**config.mk**
```make
export PLATFORM = sky130hd
export DESIGN_NAME = shell_arbiter
export DESIGN_NICKNAME = d
export VERILOG_FILES = /design/src/rtl/tank_pkg.sv /design/src/rtl/shell_slot.sv /design/src/rtl/shell_arbiter.sv
export SDC_FILE = /design/constraint.sdc
export NUM_CORES = 1
export LEC_CHECK = 0
export BUFFER_PORTS_ARGS = -buffer_cell sky130_fd_sc_hd__buf_2
export CORE_MARGIN = 2
export CORE_UTILIZATION = 45
export CTS_CLUSTER_SIZE = 8
export DETAILED_ROUTE_END_ITERATION = 8
export GPL_TIMING_DRIVEN = 0
export PLACE_DENSITY = 0.7
export SLEW_MARGIN = 20
export SYNTH_ARGS = -nofsm -noshare
export SYNTH_HDL_FRONTEND = slang
export SYNTH_HIERARCHICAL = 1
export SYNTH_SLANG_ARGS = --single-unit
```
**constraint.sdc**
```tcl
create_clock -name frame_clk -period 5.52 [get_ports frame_clk]
set_input_delay 1.104 -clock frame_clk [delete_from_list [all_inputs] [get_ports frame_clk]]
set_output_delay 1.104 -clock frame_clk [all_outputs]
set_load 0.02 [all_outputs]
```
**src/rtl/tank_pkg.sv**
```systemverilog
// Shared types and default sizing for the tank shell arbitration logic.
package tank_pkg;

  typedef enum logic {
    PLAYER1 = 1'b0,
    PLAYER2 = 1'b1
  } player_t;

  typedef logic [9:0] cnt10_t;

  localparam int DEF_NUM_SHELLS     = 4;
  localparam int DEF_MAX_PER_PLAYER = 2;
  localparam int DEF_COOLDOWN       = 30;
  localparam int DEF_LIFETIME       = 120;

endpackage

```
**src/rtl/shell_slot.sv**
```systemverilog
// One shell slot: live flag, owner and lifetime countdown; retires on expiry or hit.
module shell_slot
  import tank_pkg::*;
#(
  parameter int LIFETIME = DEF_LIFETIME
) (
  input  logic frame_clk,
  input  logic Reset_n,
  input  logic i_alloc,
  input  logic i_owner,
  input  logic i_hit,
  output logic o_active,
  output logic o_owner
);

  logic   r_active;
  logic   r_owner;
  cnt10_t r_life;

  // The last decrement (1 -> 0) retires the slot on the same edge, so a
  // shell is live for exactly LIFETIME cycles.
  always_ff @(posedge frame_clk or negedge Reset_n) begin
    if (!Reset_n) begin
      r_active <= 1'b0;
      r_owner  <= 1'b0;
      r_life   <= '0;
    end else if (i_alloc && !r_active) begin
      r_active <= 1'b1;
      r_owner  <= i_owner;
      r_life   <= cnt10_t'(LIFETIME);
    end else if (r_active) begin
      if (i_hit || r_life <= 10'd1) begin
        r_active <= 1'b0;
        r_life   <= '0;
      end else begin
        r_life <= r_life - 10'd1;
      end
    end
  end

  assign o_active = r_active;
  assign o_owner  = r_owner;

endmodule

```
**src/rtl/shell_arbiter.sv**
```systemverilog
// Shares NUM_SHELLS shell slots between two players with cooldown, quota and
// alternating priority. Define SHELL_ARB_AUTOFIRE_EN for level-sensitive (held key) fire.
module shell_arbiter
  import tank_pkg::*;
#(
  parameter int NUM_SHELLS     = DEF_NUM_SHELLS,
  parameter int MAX_PER_PLAYER = DEF_MAX_PER_PLAYER,
  parameter int COOLDOWN       = DEF_COOLDOWN,
  parameter int LIFETIME       = DEF_LIFETIME,
  localparam int IW            = $clog2(NUM_SHELLS)
) (
  input  logic                  frame_clk,
  input  logic                  Reset_n,
  input  logic [1:0]            fire_req,
  input  logic [NUM_SHELLS-1:0] hit,
  output logic [NUM_SHELLS-1:0] slot_active,
  output logic [NUM_SHELLS-1:0] slot_owner,
  output logic                  spawn_valid,
  output logic [IW-1:0]         spawn_slot,
  output logic                  spawn_owner,
  output logic [1:0]            deny,
  output logic [1:0]            cooldown_busy
);

  logic [1:0]    r_fire_q;
  logic [1:0]    r_pending;
  logic [1:0]    r_deny;
  cnt10_t        r_cool [2];
  player_t       r_prio;
  logic          r_spawn_valid;
  logic [IW-1:0] r_spawn_slot;
  logic          r_spawn_owner;

  logic                  w_any_free;
  logic [IW-1:0]         w_free_idx;
  logic [3:0]            w_owned [2];
  logic [1:0]            w_ok;
  logic [1:0]            w_elig;
  logic [1:0]            w_cand;
  logic                  w_grant;
  player_t               w_win;
  logic [1:0]            w_grant_vec;
  logic [1:0]            w_drop;
  logic [1:0]            w_deny;
  logic [1:0]            w_set;
  logic [NUM_SHELLS-1:0] w_alloc;

  assign w_any_free = ~&slot_active;

  always_comb begin
    w_free_idx = '0;
    w_owned[0] = '0;
    w_owned[1] = '0;
    for (int i = NUM_SHELLS - 1; i >= 0; i--) begin
      if (!slot_active[i]) w_free_idx = IW'(i);
    end
    for (int i = 0; i < NUM_SHELLS; i++) begin
      if (slot_active[i]) begin
        if (slot_owner[i]) w_owned[1] = w_owned[1] + 4'd1;
        else               w_owned[0] = w_owned[0] + 4'd1;
      end
    end
  end

  always_comb begin
    w_win       = PLAYER1;
    w_grant_vec = '0;
    w_alloc     = '0;
    for (int p = 0; p < 2; p++) begin
      w_ok[p] = (r_cool[p] == '0) && (w_owned[p] < 4'(MAX_PER_PLAYER));
    end
    w_elig  = w_ok & {2{w_any_free}};
    w_cand  = r_pending & w_elig;
    w_grant = |w_cand;
    if (&w_cand)        w_win = r_prio;
    else if (w_cand[1]) w_win = PLAYER2;
    if (w_grant) begin
      w_grant_vec[0] = (w_win == PLAYER1);
      w_grant_vec[1] = (w_win == PLAYER2);
    end
    for (int i = 0; i < NUM_SHELLS; i++) begin
      w_alloc[i] = w_grant && (w_free_idx == IW'(i));
    end
    // Ineligible pending requests are dropped; a losing eligible one is kept.
    w_drop = r_pending & ~w_elig;
`ifdef SHELL_ARB_AUTOFIRE_EN
    w_set  = fire_req;
    w_deny = (r_pending & ~w_ok & ~fire_req) | (r_pending & w_ok & {2{~w_any_free}});
`else
    w_set  = fire_req & ~r_fire_q;
    w_deny = w_drop;
`endif
  end

  always_ff @(posedge frame_clk or negedge Reset_n) begin
    if (!Reset_n) begin
      r_fire_q      <= '0;
      r_pending     <= '0;
      r_deny        <= '0;
      r_cool[0]     <= '0;
      r_cool[1]     <= '0;
      r_prio        <= PLAYER1;
      r_spawn_valid <= 1'b0;
      r_spawn_slot  <= '0;
      r_spawn_owner <= 1'b0;
    end else begin
      r_fire_q      <= fire_req;
      r_pending     <= (r_pending & ~w_drop & ~w_grant_vec) | w_set;
      r_deny        <= w_deny;
      r_spawn_valid <= w_grant;
      r_spawn_slot  <= w_grant ? w_free_idx : '0;
      r_spawn_owner <= w_grant ? logic'(w_win) : 1'b0;
      if (w_grant) r_prio <= (w_win == PLAYER1) ? PLAYER2 : PLAYER1;
      for (int p = 0; p < 2; p++) begin
        if (w_grant_vec[p])       r_cool[p] <= cnt10_t'(COOLDOWN);
        else if (r_cool[p] != '0) r_cool[p] <= r_cool[p] - 10'd1;
      end
    end
  end

  for (genvar g = 0; g < NUM_SHELLS; g++) begin : g_slot
    shell_slot #(.LIFETIME(LIFETIME)) u_slot (
      .frame_clk (frame_clk),
      .Reset_n   (Reset_n),
      .i_alloc   (w_alloc[g]),
      .i_owner   (logic'(w_win)),
      .i_hit     (hit[g]),
      .o_active  (slot_active[g]),
      .o_owner   (slot_owner[g])
    );
  end

  assign spawn_valid      = r_spawn_valid;
  assign spawn_slot       = r_spawn_slot;
  assign spawn_owner      = r_spawn_owner;
  assign deny             = r_deny;
  assign cooldown_busy[0] = (r_cool[0] != '0);
  assign cooldown_busy[1] = (r_cool[1] != '0);

endmodule

```
== Word-level counts from Yosys, hierarchy flattened ==
Cells that the tools add are included.

* Reduce and logical (&&, ||, !) cells: 33
* Eq/ne operators: 3
* Muxes and demuxes: 50
* $add $sub $neg: 12
* Bitwise logic cells: 12
* Order comparisons: 6

{| class="wikitable"
|+ Operator list
! operator !! count
|-
| $mux 10 || 16
|-
| $sub 10x1->10 const B || 6
|-
| $le 10x1->1 const B || 4
|-
| $add 4x1->4 const B || 6
|-
| $mux 4 || 6
|-
| $mux 8 || 3
|-
| $logic_not 10->1 || 2
|-
| $reduce_bool 10->1 || 2
|-
| $mux 1 || 18
|-
| $and 2x2->2 || 6
|-
| $mux 2 || 6
|-
| $reduce_bool 2->1 || 6
|-
| $logic_and 1x1->1 || 10
|-
| $lt 4x2->1 const B || 2
|-
| $not 2->2 || 4
|-
| $logic_not 1->1 || 5
|-
| $mux 5 || 1
|-
| $eq 2x2->1 const B || 2
|-
| $logic_or 1x1->1 || 4
|-
| $reduce_and 4->1 || 1
|-
| $eq 2x1->1 const B || 1
|-
| $logic_not 2->1 || 1
|-
| $or 2x2->2 || 1
|-
| $reduce_and 2->1 || 1
|-
| 2 further kinds || 2
|}

* Input port bits: 8
* Logic and storage cells: 137
* Output and inout bits: 16
* Register bits: 79

== Longest topological paths before layout ==
Gate-level depths: netlist (run 1).

* Depth in word-level cells: 22
* Depth in mapped cells: 19

== Hierarchy ==
Netlist (run 1), hierarchy kept.

{| class="wikitable"
|+ By module, submodules not included
! module !! cells an instance !! area each (µm²) !! seq. area each (µm²) !! times used
|-
| shell_slot || 72 || 683.2 || 300.3 || 4
|-
| shell_arbiter || 189 || 1,859.3 || 775.7 || 1
|}

== Worst setup path after synthesis (run 1) ==
Ideal clock, no wire load.

* Path type: register -> register
* Start point: register g_slot[0].u_slot.r_active
* End point: register g_slot[0].u_slot.r_owner
* Data arrival time: 3,665 ps
* Stages on the path, launching flop included: 17
* Library setup time: 125 ps
* Path slack: 1,730 ps
* Path through: dfrtp_1 > clkbuf_1 > nor2b_1 > ha_1 > a21o_1 > ha_1 > mux2i_1 > inv_1 > ha_1 > nor2_1 > a32o_1 > nand3_1 > buf_2 > a22oi_2 > inv_1 > nor2_1 > mux2_2

* Word-level cells in the longest chain between the ends: 17
* Elaborated cells on any way between the ends: 33
* Those cells by class: 6 x add/sub; 2 x order compare; 13 x mux; 2 x bitwise; 10 x reduce/logical

{| class="wikitable"
|+ Ends and longest elaborated chain
! what !! line !! source
|-
| start: declaration || shell_slot.sv:16 || <nowiki>logic r_active;</nowiki>
|-
| start signal: assignment || shell_slot.sv:24 || <nowiki>r_active <= 1'b0;</nowiki>
|-
| start signal: assignment || shell_slot.sv:28 || <nowiki>r_active <= 1'b1;</nowiki>
|-
| start signal: assignment || shell_slot.sv:33 || <nowiki>r_active <= 1'b0;</nowiki>
|-
| $mux 5 || shell_arbiter.sv:58 || <nowiki>if (slot_active[i]) begin</nowiki>
|-
| $add 4x1->4, on equally long branches || shell_arbiter.sv:60, shell_arbiter.sv:59 ||
|-
| $mux 4 || shell_arbiter.sv:59 || <nowiki>if (slot_owner[i]) w_owned[1] = w_owned[1] + 4'd1;</nowiki>
|-
| $mux 8 || shell_arbiter.sv:58 ||
|-
| $add 4x1->4, on equally long branches || shell_arbiter.sv:60, shell_arbiter.sv:59 ||
|-
| $mux 4 || shell_arbiter.sv:59 ||
|-
| $mux 8 || shell_arbiter.sv:58 ||
|-
| $add 4x1->4, on equally long branches || shell_arbiter.sv:60, shell_arbiter.sv:59 ||
|-
| [... 2 more ...] || -- ||
|-
| $lt 4x2->1 || shell_arbiter.sv:70 || <nowiki>w_ok[p] = (r_cool[p] == '0) && (w_owned[p] < 4'(MAX_PER_PLAYER));</nowiki>
|-
| $logic_and 1x1->1 || shell_arbiter.sv:70 ||
|-
| $and 2x2->2 || shell_arbiter.sv:72 || <nowiki>w_elig = w_ok & {2{w_any_free}};</nowiki>
|-
| $and 2x2->2 || shell_arbiter.sv:73 || <nowiki>w_cand = r_pending & w_elig;</nowiki>
|-
| $reduce_or 2->1 || shell_arbiter.sv:74 || <nowiki>w_grant = |w_cand;</nowiki>
|-
| $logic_and 1x1->1 * || shell_arbiter.sv:82 || <nowiki>w_alloc[i] = w_grant && (w_free_idx == IW'(i));</nowiki>
|-
| via w_alloc[0] || shell_arbiter.sv:46 || <nowiki>logic [NUM_SHELLS-1:0] w_alloc;</nowiki>
|-
| $logic_and 1x1->1 * || shell_slot.sv:27 || <nowiki>end else if (i_alloc && !r_active) begin</nowiki>
|-
| end signal: assignment || shell_slot.sv:29 || <nowiki>r_owner <= i_owner;</nowiki>
|-
| end: declaration || shell_slot.sv:17 || <nowiki>logic r_owner;</nowiki>
|}

The timed path passes the listed nets; every way through them passes the cells marked *.
A chain may end at the register's enable or synchronous reset.

== Worst setup path after layout (run 1) ==
* Start point: register g_slot[0].u_slot.r_active
* End point: register g_slot[3].u_slot.r_owner

* Word-level cells in the longest chain between the ends: 17
* Elaborated cells on any way between the ends: 32
* Those cells by class: 6 x add/sub; 2 x order compare; 1 x eq/ne; 13 x mux; 2 x bitwise; 8 x reduce/logical

{| class="wikitable"
|+ Ends and longest elaborated chain
! what !! line
|-
| $mux 5 || shell_arbiter.sv:58
|-
| $add 4x1->4, on equally long branches || shell_arbiter.sv:60, shell_arbiter.sv:59
|-
| $mux 4 || shell_arbiter.sv:59
|-
| $mux 8 || shell_arbiter.sv:58
|-
| $add 4x1->4, on equally long branches || shell_arbiter.sv:60, shell_arbiter.sv:59
|-
| $mux 4 || shell_arbiter.sv:59
|-
| $mux 8 || shell_arbiter.sv:58
|-
| $add 4x1->4, on equally long branches || shell_arbiter.sv:60, shell_arbiter.sv:59
|-
| [... 2 more ...] || --
|-
| $lt 4x2->1 || shell_arbiter.sv:70
|-
| $logic_and 1x1->1 || shell_arbiter.sv:70
|-
| $and 2x2->2 || shell_arbiter.sv:72
|-
| $and 2x2->2 || shell_arbiter.sv:73
|-
| $reduce_or 2->1 || shell_arbiter.sv:74
|-
| $logic_and 1x1->1 * || shell_arbiter.sv:82
|-
| via w_alloc[3] || shell_arbiter.sv:46
|-
| $logic_and 1x1->1 * || shell_slot.sv:27
|-
| end signal: assignment || shell_slot.sv:29
|-
| end: declaration || shell_slot.sv:17
|}

Marked as above.

==> impl_metrics.tcl, run 1 <==
set metrics [dict create \
    outcome "finished, final reports clean" \
    antenna_found_initial 0 \
    synth-edff-count 0 \
    drt_iter0_markers 254 \
    die_h_um 105 \
    place_ws_ps 1190 \
    rsz0062_at_grt "false" \
    drc 0 \
    max_freq_ghz 0.225 \
    crit_arrival_ps 4670 \
    fin_worst_skew_ps 11.9 \
    fin_crit_ps 4430 \
    path_class "flop to flop" \
    cap_violations 0 \
    grt_pass1_vias 3555 \
    diodes 0 \
    ctsHoldBuffers 0 \
    final_antenna_net_count 0 \
    clk_pin_slew_ps 80 \
    dp_hpwl_um 6720 \
    r2r_start "g_slot[0].u_slot/o_active" \
    grt_use_total_pct 18.0 \
    clockRootBuffer "clkbuf_8" \
    cellPowerDensity_mw_per_mm2 344 \
    timing.hold.ws_ps 427 \
    end_kind "flop" \
    grt_pass1_wl_um 16300 \
    synth.avg_cell_area_um2 9.63 \
    ys_ff_latch 79 \
    setup_violations 0 \
    start_kind "flop" \
    core_area_mm2 0.00982 \
    layout.nets 536 \
    gp_congestion 0.898 \
    p_leak_nw 2.19 \
    numCtsBuffers 9 \
    cp_top_family "simple AND/OR/NAND/NOR gates" \
    finalNonFillerCells 649 \
    layout_commonest_cell "dfrtp_1" \
    timing.final.ws_setup_ps 1090 \
    port_buffers 23 \
    synth-seq-area-share_pct 43.1 \
    cp_common_cell "ha_1" \
    synth_flop_cell "dfrtp_1" \
    grt_max_degree 44 \
    startpoint "g_slot[0].u_slot/o_active" \
    io_pins 24 \
    avgViaCountPerCell 5.62 \
    worstPathCellList "clkbuf_1, nor2b_1, ha_1, a21o_1, ha_1, mux2i_1, inv_1, ha_1, nor2_1, a32o_1, nand3_1, buf_2, a21oi_2, inv_1, nor2_1, mux2_2" \
    peakVddDrop_mv 0.127 \
    synthCells 477 \
    layout_common_cells "dfrtp_1, nor2_1, inv_1, nand2_1, nand3_1" \
    drive_gt1_share_pct 16.5 \
    numClockSinks 79 \
    yosysUniqueCellTypes 60 \
    post-route-period-util_pct 80.3 \
    die_x_um 105 \
    yosys_warnings 6 \
    vias 3648 \
    worst_slew_pin_slew_ps 721 \
    cts_buffer_depth 2 \
    grt_overflow 0 \
    die_area_mm2 0.0110 \
    r2r_slack_ps 1090 \
    crit_slowest_cell "dfrtp_1" \
    maxSlewHeadroom_pct 51.5 \
    hold_violations 0 \
    cts_resized 0 \
    syn_area_mm2 0.00459 \
    cts_tree "built" \
    critical_path.max_stage_delay_ps 530 \
    drt_wl_total_um 9360 \
    critPathBufInv 4 \
    async_flop_share_pct 100 \
    initial_utilization_pct 46.8 \
    cp_max_fo 10 \
    drv_slew 0 \
    hold_path_class "flop to flop" \
    setup_tns_ps 0 \
    synth_nets 501 \
    wl_per_cell_um 14.4 \
    drt-pass1-iter-count 4 \
    dp.cells 634 \
    rows 36 \
    required_ps 5760 \
    cts_setup_buffers 0 \
    clock_latency_ps 350 \
    syn_to_final_growth_pct 10.6 \
    hp-start "r_fire_q[1]" \
    h-tree-depth 3 \
]
==> cell usage after synthesis, drive strengths merged (2+ instances only) <==
cell type	instances	area (um^2)
mux2	10	113
o41ai	4	110
and3	3	23.8
a21o	6	45.0
a31o	4	35.0
nor3b	6	45.0
o22ai	8	50.1
xor2	6	52.6
clkbuf	4	15.0
ha	16	200
o21ai	23	115
a22oi	5	42.5
o21a	2	15.0
nand3	28	158
o221ai	3	38.8
nor4	8	65.1
mux2i	2	20.0
or2	5	31.3
nor3	8	56.3
nand4	6	37.5
o211ai	12	90.1
nand2	39	146
nand2b	9	56.3
or3	17	146
and2	3	18.8
o311ai	8	70.1
a21oi	16	95.1
or4b	2	20.0
a221oi	5	43.8
nor2b	4	25.0
o2111ai	2	17.5
nor2	50	188
o32ai	2	17.5
and2b	4	30.0
dfrtp	79	1980
buf	3	21.3
inv	40	150
xnor2	6	52.6
or4	2	16.3
nand3b	10	75.1
==> power by group <==
group	switching [W]	internal, W	total, W
logic	0.000256	0.000226	0.000482
registers	0.000146	0.000718	0.000864
clock network	0.000204	0.000196	0.000400
total	0.000607	0.00114	0.00175
==> path summary, 6_finish.rpt <==
path / endpoint / cells past startpoint
max in group asynchronous: g_slot[2].u_slot/o_active / 2
max reg2reg: g_slot[3].u_slot/o_owner / 16
max: g_slot[3].u_slot/o_owner / 16
min in group asynchronous: r_cool[17] / 1
min reg2reg: r_pending[1] / 1
min: r_pending[1] / 1
==> cell families (layout without fill, tap and decap cells) <==
group,Yosys count,after routing,share of synthesized area [%]
and+or+nand+nor,206,206,25.2
AOI/OAI and AO/OA,105,105,18.2
muxes,12,12,2.89
buffers and inverters,47,86,4.06
xor gates and xnor gates,12,12,2.29
DFF,79,79,43.1
adders and majority gates,16,16,4.36
==> worst register-to-register path, cell delays in order (launching register included) <==
cell and delay (ps):
dfrtp_1 530, clkbuf_1 400, nor2b_1 200, ha_1 240, a21o_1 200, ha_1 290
mux2i_1 230, inv_1 80, ha_1 290, nor2_1 120, a32o_1 240, nand3_1 240
buf_2 290, a21oi_2 240, inv_1 80, nor2_1 290, mux2_2 370
==> per-layer routing <==
metal | global-route usage [%] | share of wire [%] | up-vias
met4 | 9.43 | 2.9 | 0
met1 | 23.9 | 48 | 1758
met3 | 3.18 | 3.0 | 20
met2 | 27.9 | 47 | 64
met5 | 0 | 0 | -
li1 | - | - | 1806
==> sequential cells by signal (all words and copies together) (netlist names) <==
register / flops
g_slot.u_slot/r_life: 40
r_cool: 20
g_slot.u_slot/o_active: 4
g_slot.u_slot/o_owner: 4
deny: 2
r_fire_q: 2
r_pending: 2
spawn_slot: 2
r_prio: 1
spawn_owner: 1
spawn_valid: 1
==> area by class of cell <==
| cell class | instances | area (um^2) |
|---|---|---|
| tap | 133 | 166 |
| fill | 928 | 4740 |
| inverter | 40 | 150 |
| timing repair buffer | 24 | 138 |
| sequential | 79 | 1980 |
| clock buffer | 12 | 165 |
| clock inverter | 3 | 17.5 |
| buffer | 7 | 36.3 |
| multi-input combinational | 351 | 2430 |
==> stage by stage <==
step	area, um^2	total power [W]	util [%]
floorplan	4590	0.00124	-
global placement	4870	0.00133	49.6
detailed placement	4900	0.00135	49.9
CTS	5080	0.00177	51.7
global route	5080	0.00188	51.7
finish	5080	0.00175	51.7
No activity file was read; power rests on OpenSTA's default activity.
==> inputs of run 2 (changes only) <==
- clock period: 5.52 -> 4.3 ns (I/O delays scaled with it)
==> run 2 against run 1 <==
  * Sequential share of layout area is 0.090 points lower
  * Flip-flop and latch count did not move
  * Cell count unchanged
  * Worst hold slack worse by 1.3 ps
  * Die area is the same
==> impl_metrics.tcl, run 2 (same netlist as run 1, synthesis figures left out) <==
set metrics [dict create \
    layout.nets 536 \
    p_leak_nw 2.19 \
    worst_slew_pin_slew_ps 718 \
    fin_worst_skew_ps 11.9 \
    finalNonFillerCells 649 \
    end_kind "flop" \
    crit_arrival_ps 4330 \
    final_area_mm2 0.00509 \
    path_class "flop to flop" \
    drive_gt1_share_pct 17.6 \
    numCtsBuffers 9 \
    fin_crit_ps 4090 \
    layout_commonest_cell "dfrtp_1" \
    port_buffers 23 \
    cts_buffer_depth 2 \
    drt_wl_total_um 9340 \
    reg.largest.list "g_slot.u_slot/r_life: 40 flops, r_cool: 20 flops" \
    final_antenna_net_count 0 \
    setup_violations 0 \
    critical_path.max_stage_delay_ps 490 \
    drt_iter0_markers 267 \
    die_h_um 105 \
    hold_violations 0 \
    wl_per_cell_um 14.4 \
    hp-start "r_fire_q[1]" \
    cp_max_fo 10 \
    max_freq_ghz 0.245 \
    start_kind "flop" \
    final_core_util_pct 51.9 \
    clock_latency_ps 350 \
    regMostFlops "g_slot.u_slot/r_life" \
    die_area_mm2 0.0110 \
    crit_slowest_cell "dfrtp_2" \
    placed_cell_area_mm2 0.00490 \
    grt_max_degree 44 \
    io_pins 24 \
    cp_common_cell "ha_1" \
    hold_depth 1 \
    peakVddDrop_mv 0.162 \
    place_ws_ps -31.4 \
    dp_hpwl_um 6720 \
    grt_pass1_wl_um 16300 \
    h-tree-depth 3 \
    layout_common_cells "dfrtp_1, nor2_1, inv_1, nand2_1, nand3_1" \
    ctsHoldBuffers 0 \
    diodes 0 \
    grt_use_total_pct 18.0 \
    worstPathCellList "clkbuf_2, nor2b_1, ha_1, a21o_1, ha_1, mux2i_1, inv_1, ha_1, nor2_1, a32o_1, nand3_2, buf_2, a21oi_2, inv_1, nor2_1, mux2_2" \
    gp_congestion 0.898 \
    rows 36 \
    whs_endpoint "r_pending[1]" \
    vias 3647 \
    cts_setup_buffers 0 \
    die_x_um 105 \
    rsz0062_at_grt "false" \
    grt_overflow 0 \
    r2r_cells 16 \
    avgViaCountPerCell 5.62 \
    reg2reg_to "g_slot[1].u_slot/o_owner" \
    cts_tree "built" \
    dp.cells 634 \
    r2r_slack_ps 210 \
    maxSlewHeadroom_pct 51.7 \
    hold_path_class "flop to flop" \
    outcome "finished, final reports clean" \
    post-route-period-util_pct 95.1 \
    drt-pass1-iter-count 4 \
    clk_pin_slew_ps 70 \
    clockRootBuffer "clkbuf_8" \
    required_ps 4540 \
    antenna_found_initial 0 \
    grt_pass1_vias 3555 \
    initial_utilization_pct 46.8 \
    syn_to_final_growth_pct 10.9 \
    largest_reg_flops 40 \
    numClockSinks 79 \
    cap_violations 0 \
    drc 0 \
    drv_slew 0 \
    r2r_start "g_slot[0].u_slot/o_active" \
    core_area_mm2 0.00982 \
    timing.final.ws_setup_ps 211 \
    cellPowerDensity_mw_per_mm2 440 \
]
[run 2: cell counts in the layout (fill, tap and decap cells not counted)]
Identical to the previous run, type by type.
[run 2: worst max path at each step]
stage	startpoint	endpoint	slack, ps	cells after the start
after floorplan	g_slot[0].u_slot/o_active	g_slot[0].u_slot/o_owner	510	16
after global placement	g_slot[0].u_slot/o_active	g_slot[0].u_slot/o_owner	60	16
after detailed placement	g_slot[0].u_slot/o_active	g_slot[2].u_slot/o_owner	-30	16
after CTS	g_slot[0].u_slot/o_active	g_slot[2].u_slot/o_owner	60	16
after global routing	g_slot[0].u_slot/o_active	g_slot[0].u_slot/o_owner	9	16
final	g_slot[0].u_slot/o_active	g_slot[1].u_slot/o_owner	210	16
[run 2: stage by stage]
| step | power, W | hold WS, ps | TNS (ps) |
|---|---|---|---|
| finish | 0.00224 | 425 | 0 |
| global route | 0.00242 | 455 | 0 |
| CTS | 0.00227 | 426 | 0 |
| detailed placement | 0.00174 | 420 | -67.2 |
| global placement | 0.00171 | 417 | 0 |
| floorplan | 0.00159 | 404 | 0 |
[run 2: metal layers]
layer	global-route usage [%]	up-vias	share of wire, %	wire length, um
met5	0	-	0	0
met4	9.43	0	2.9	269
met3	3.18	19	3.1	285
met2	27.9	58	47	4400
met1	23.9	1763	47	4390
li1	-	1807	-	-
[run 2: layout make-up]
class / count / area [um^2]
Buffer: 7 / 37.5
Clock buffer: 12 / 165
Clock inverter: 3 / 17.5
Tap cell: 133 / 166
Fill cell: 930 / 4730
Timing Repair Buffer: 24 / 138
Sequential cell: 79 / 1980
Multi-Input combinational cell: 351 / 2440
Inverter: 40 / 150
[run 2: repair_timing]
| item | CTS | global route |
|---|---|---|
| hold endpoints to repair | 0 | 0 |
| gates cloned | 0 | 0 |
| endpoints found under the setup margin | 4 | 11 |
| resized for setup | 1 | 5 |
| pin swaps | 0 | 0 |
[run 2: report_power, final]
group | leakage, nW | total [W] | internal [W] | switching (W)
registers | 0.999 | 0.00111 | 0.000922 | 0.000188
clock network | 0.0942 | 0.000514 | 0.000252 | 0.000262
logic | 1.10 | 0.000620 | 0.000291 | 0.000329
total | 2.19 | 0.00224 | 0.00146 | 0.000779
[run 2: critical path, delay by kind of cell (launching register included)]
family / cells / cell delay (ps)
buf+inv: 4 / 630
flops: 1 / 490
fa+ha+maj: 3 / 870
simple gates: 4 / 700
mux: 2 / 600
compound gates: 3 / 690
==> inputs of run 3 (changes only) <==
- CORE_ASPECT_RATIO: default -> 0.75
- GPL_TIMING_DRIVEN: 0 -> default
==> run 3 against run 2 <==
  * Cell count fell by 0.77%
  * Critical path depth rose by 1
  * Via count rose by 1.8%
  * Maximum frequency rose by 6.4%
  * Register-to-register slack improved by 250 ps
  * Die area barely moved
  * Clock power rose by 61%
  * Setup slack improved by 250 ps
  * Worst hold slack improved by 1.8 ps
  * Power rose by 15%
  * Clock skew fell by 6.2 ps
  * First-iteration DRC count rose by 5.2%
  * Largest cell class unchanged
  * Largest power group unchanged
==> impl_metrics.tcl, run 3 (same netlist as run 1, synthesis figures left out) <==
set metrics [dict create \
    regMostFlops "g_slot.u_slot/r_life" \
    num-fill-cells 880 \
    clock_latency_ps 340 \
    drc 0 \
    required_ps 4520 \
    drv_slew 0 \
    rsz0062_at_grt "false" \
    cellPowerDensity_mw_per_mm2 497 \
    start_kind "flop" \
    worst_slew_pin_slew_ps 778 \
    vias 3712 \
    combinationalPowerShare_pct 24.6 \
    port_buffers 23 \
    numClockSinks 79 \
    timing.final.ws_setup_ps 457 \
    avgViaCountPerCell 5.76 \
    die_x_um 121 \
    hold_path_class "flop to flop" \
    clockPowerShare_pct 32.0 \
    hold_violations 0 \
    path_class "flop to flop" \
    end_kind "flop" \
    dp_hpwl_um 7080 \
    internal-power_w 0.00175 \
    wl_per_cell_um 15.6 \
    grt_pass1_vias 3568 \
    cts_tree "built" \
    initial_utilization_pct 47.0 \
    ctsHoldBuffers 0 \
    switching_share_pct 32.1 \
    p_switching_w 0.000828 \
    seqPwrFrac_pct 43.4 \
    cp_max_fo 18 \
    layout_commonest_cell "dfrtp_1" \
    rows 31 \
    cts_setup_buffers 0 \
    layout_common_cells "dfrtp_1, nor2_1, inv_1, nand2_1, nand3_1" \
    drive_gt1_share_pct 16.2 \
    io_pins 24 \
    post-route-period-util_pct 89.4 \
    antenna_found_initial 0 \
    timing.hold.ws_ps 427 \
    r2r_cells 17 \
    setup_tns_ps 0 \
    cap_violations 0 \
    maxSlewHeadroom_pct 47.7 \
    p_total_w 0.00258 \
    drt_wl_total_um 10000 \
    p_leak_nw 2.25 \
    diodes 0 \
    die_area_mm2 0.0110 \
    cts_resized 0 \
    clk_pin_slew_ps 60 \
    grt_pass1_wl_um 17000 \
    peakVddDrop_mv 0.320 \
    fin_worst_skew_ps 5.66 \
    clockRootBuffer "clkbuf_16" \
    gp_congestion 0.916 \
    fin_crit_ps 3840 \
    outcome "finished, final reports clean" \
    final_antenna_net_count 0 \
    setup_violations 0 \
    place_ws_ps 496 \
    numCtsBuffers 9 \
    crit_arrival_ps 4070 \
    largest_reg_flops 40 \
    grt_overflow 0 \
    cts_buffer_depth 2 \
    die_h_um 91.5 \
    core_area_mm2 0.00977 \
    h-tree-depth 3 \
    finalNonFillerCells 644 \
    hold_depth 1 \
    max_freq_ghz 0.260 \
    grt_max_degree 80 \
    grt_use_total_pct 19.2 \
    layout.nets 531 \
    dp.cells 628 \
    reg.largest.list "g_slot.u_slot/r_life: 40 flops, r_cool: 20 flops" \
    syn_to_final_growth_pct 13.0 \
    drt_iter0_markers 281 \
    drt-pass1-iter-count 4 \
]
run 3: cell count changes in the layout (fill, tap and decap cells not counted), sizes merged:
| cell | previous run | this run |
|---|---|---|
| clkinv | 2 | 1 |
| bufinv | 0 | 2 |
| clkinvlp | 1 | 0 |
| buf | 27 | 26 |
| clkbuf | 16 | 13 |
run 3: layer usage:
| metal | track usage [%] | wire (um) | vias up |
|---|---|---|---|
| li1 | - | - | 1803 |
| met1 | 26.7 | 5050 | 1825 |
| met2 | 28.9 | 4450 | 70 |
| met3 | 5.15 | 379 | 14 |
| met4 | 6.49 | 154 | 0 |
| met5 | 0 | 0 | - |
run 3: area by class of cell:
type	instances	area (um^2)	area share [%]
clock inverter	3	65.1	1.25
multi-input combinational	351	2430	46.8
timing repair buffer	26	144	2.77
sequential	79	1980	38.1
inverter	40	150	2.89
tap	132	165	3.18
clock buffer	13	260	5.01
run 3: power by group through the flow:
stage,registers [W],clock network (W),logic [W]
4_1_cts,0.00112,0.000842,0.000640
3_5_place_dp,0.00113,0,0.000635
5_1_grt,0.00115,0.000871,0.000719
2_1_floorplan,0.00108,0,0.000508
6_report,0.00112,0.000826,0.000635
3_3_place_gp,0.00111,0,0.000606
run 3: worst max-delay path, stage by stage, from the launching register on:
cell,delay (ps)
dfrtp_1,370
buf_4,200
nand2_1,120
inv_1,60
ha_1,260
nand2_1,70
o21ai_0,150
ha_1,340
nand3_1,120
o21ai_0,110
ha_1,300
a211oi_1,210
or2_2,200
nand3_4,230
a21oi_2,290
inv_1,80
nor2_1,260
mux2_2,370
run 3: worst paths after layout:
kind	from	end	slack (ps)
worst min register to register	r_fire_q[1]	r_pending[1]	430
worst min-delay path	r_fire_q[1]	r_pending[1]	430
max in group asynchronous	Reset_n	r_cool[7]	3240
min in group asynchronous	Reset_n	g_slot[1].u_slot/r_life[9]	540
worst max-delay path	g_slot[0].u_slot/o_active	g_slot[2].u_slot/o_owner	460
worst max register to register	g_slot[0].u_slot/o_active	g_slot[2].u_slot/o_owner	460
run 3: stage by stage:
stage,instance area (um^2),utilization [%]
final,5190,53.1
after global routing,5190,53.1
after CTS,5190,53.1
after detailed placement,4860,49.7
after global placement,4860,49.7
after floorplan,4590,-
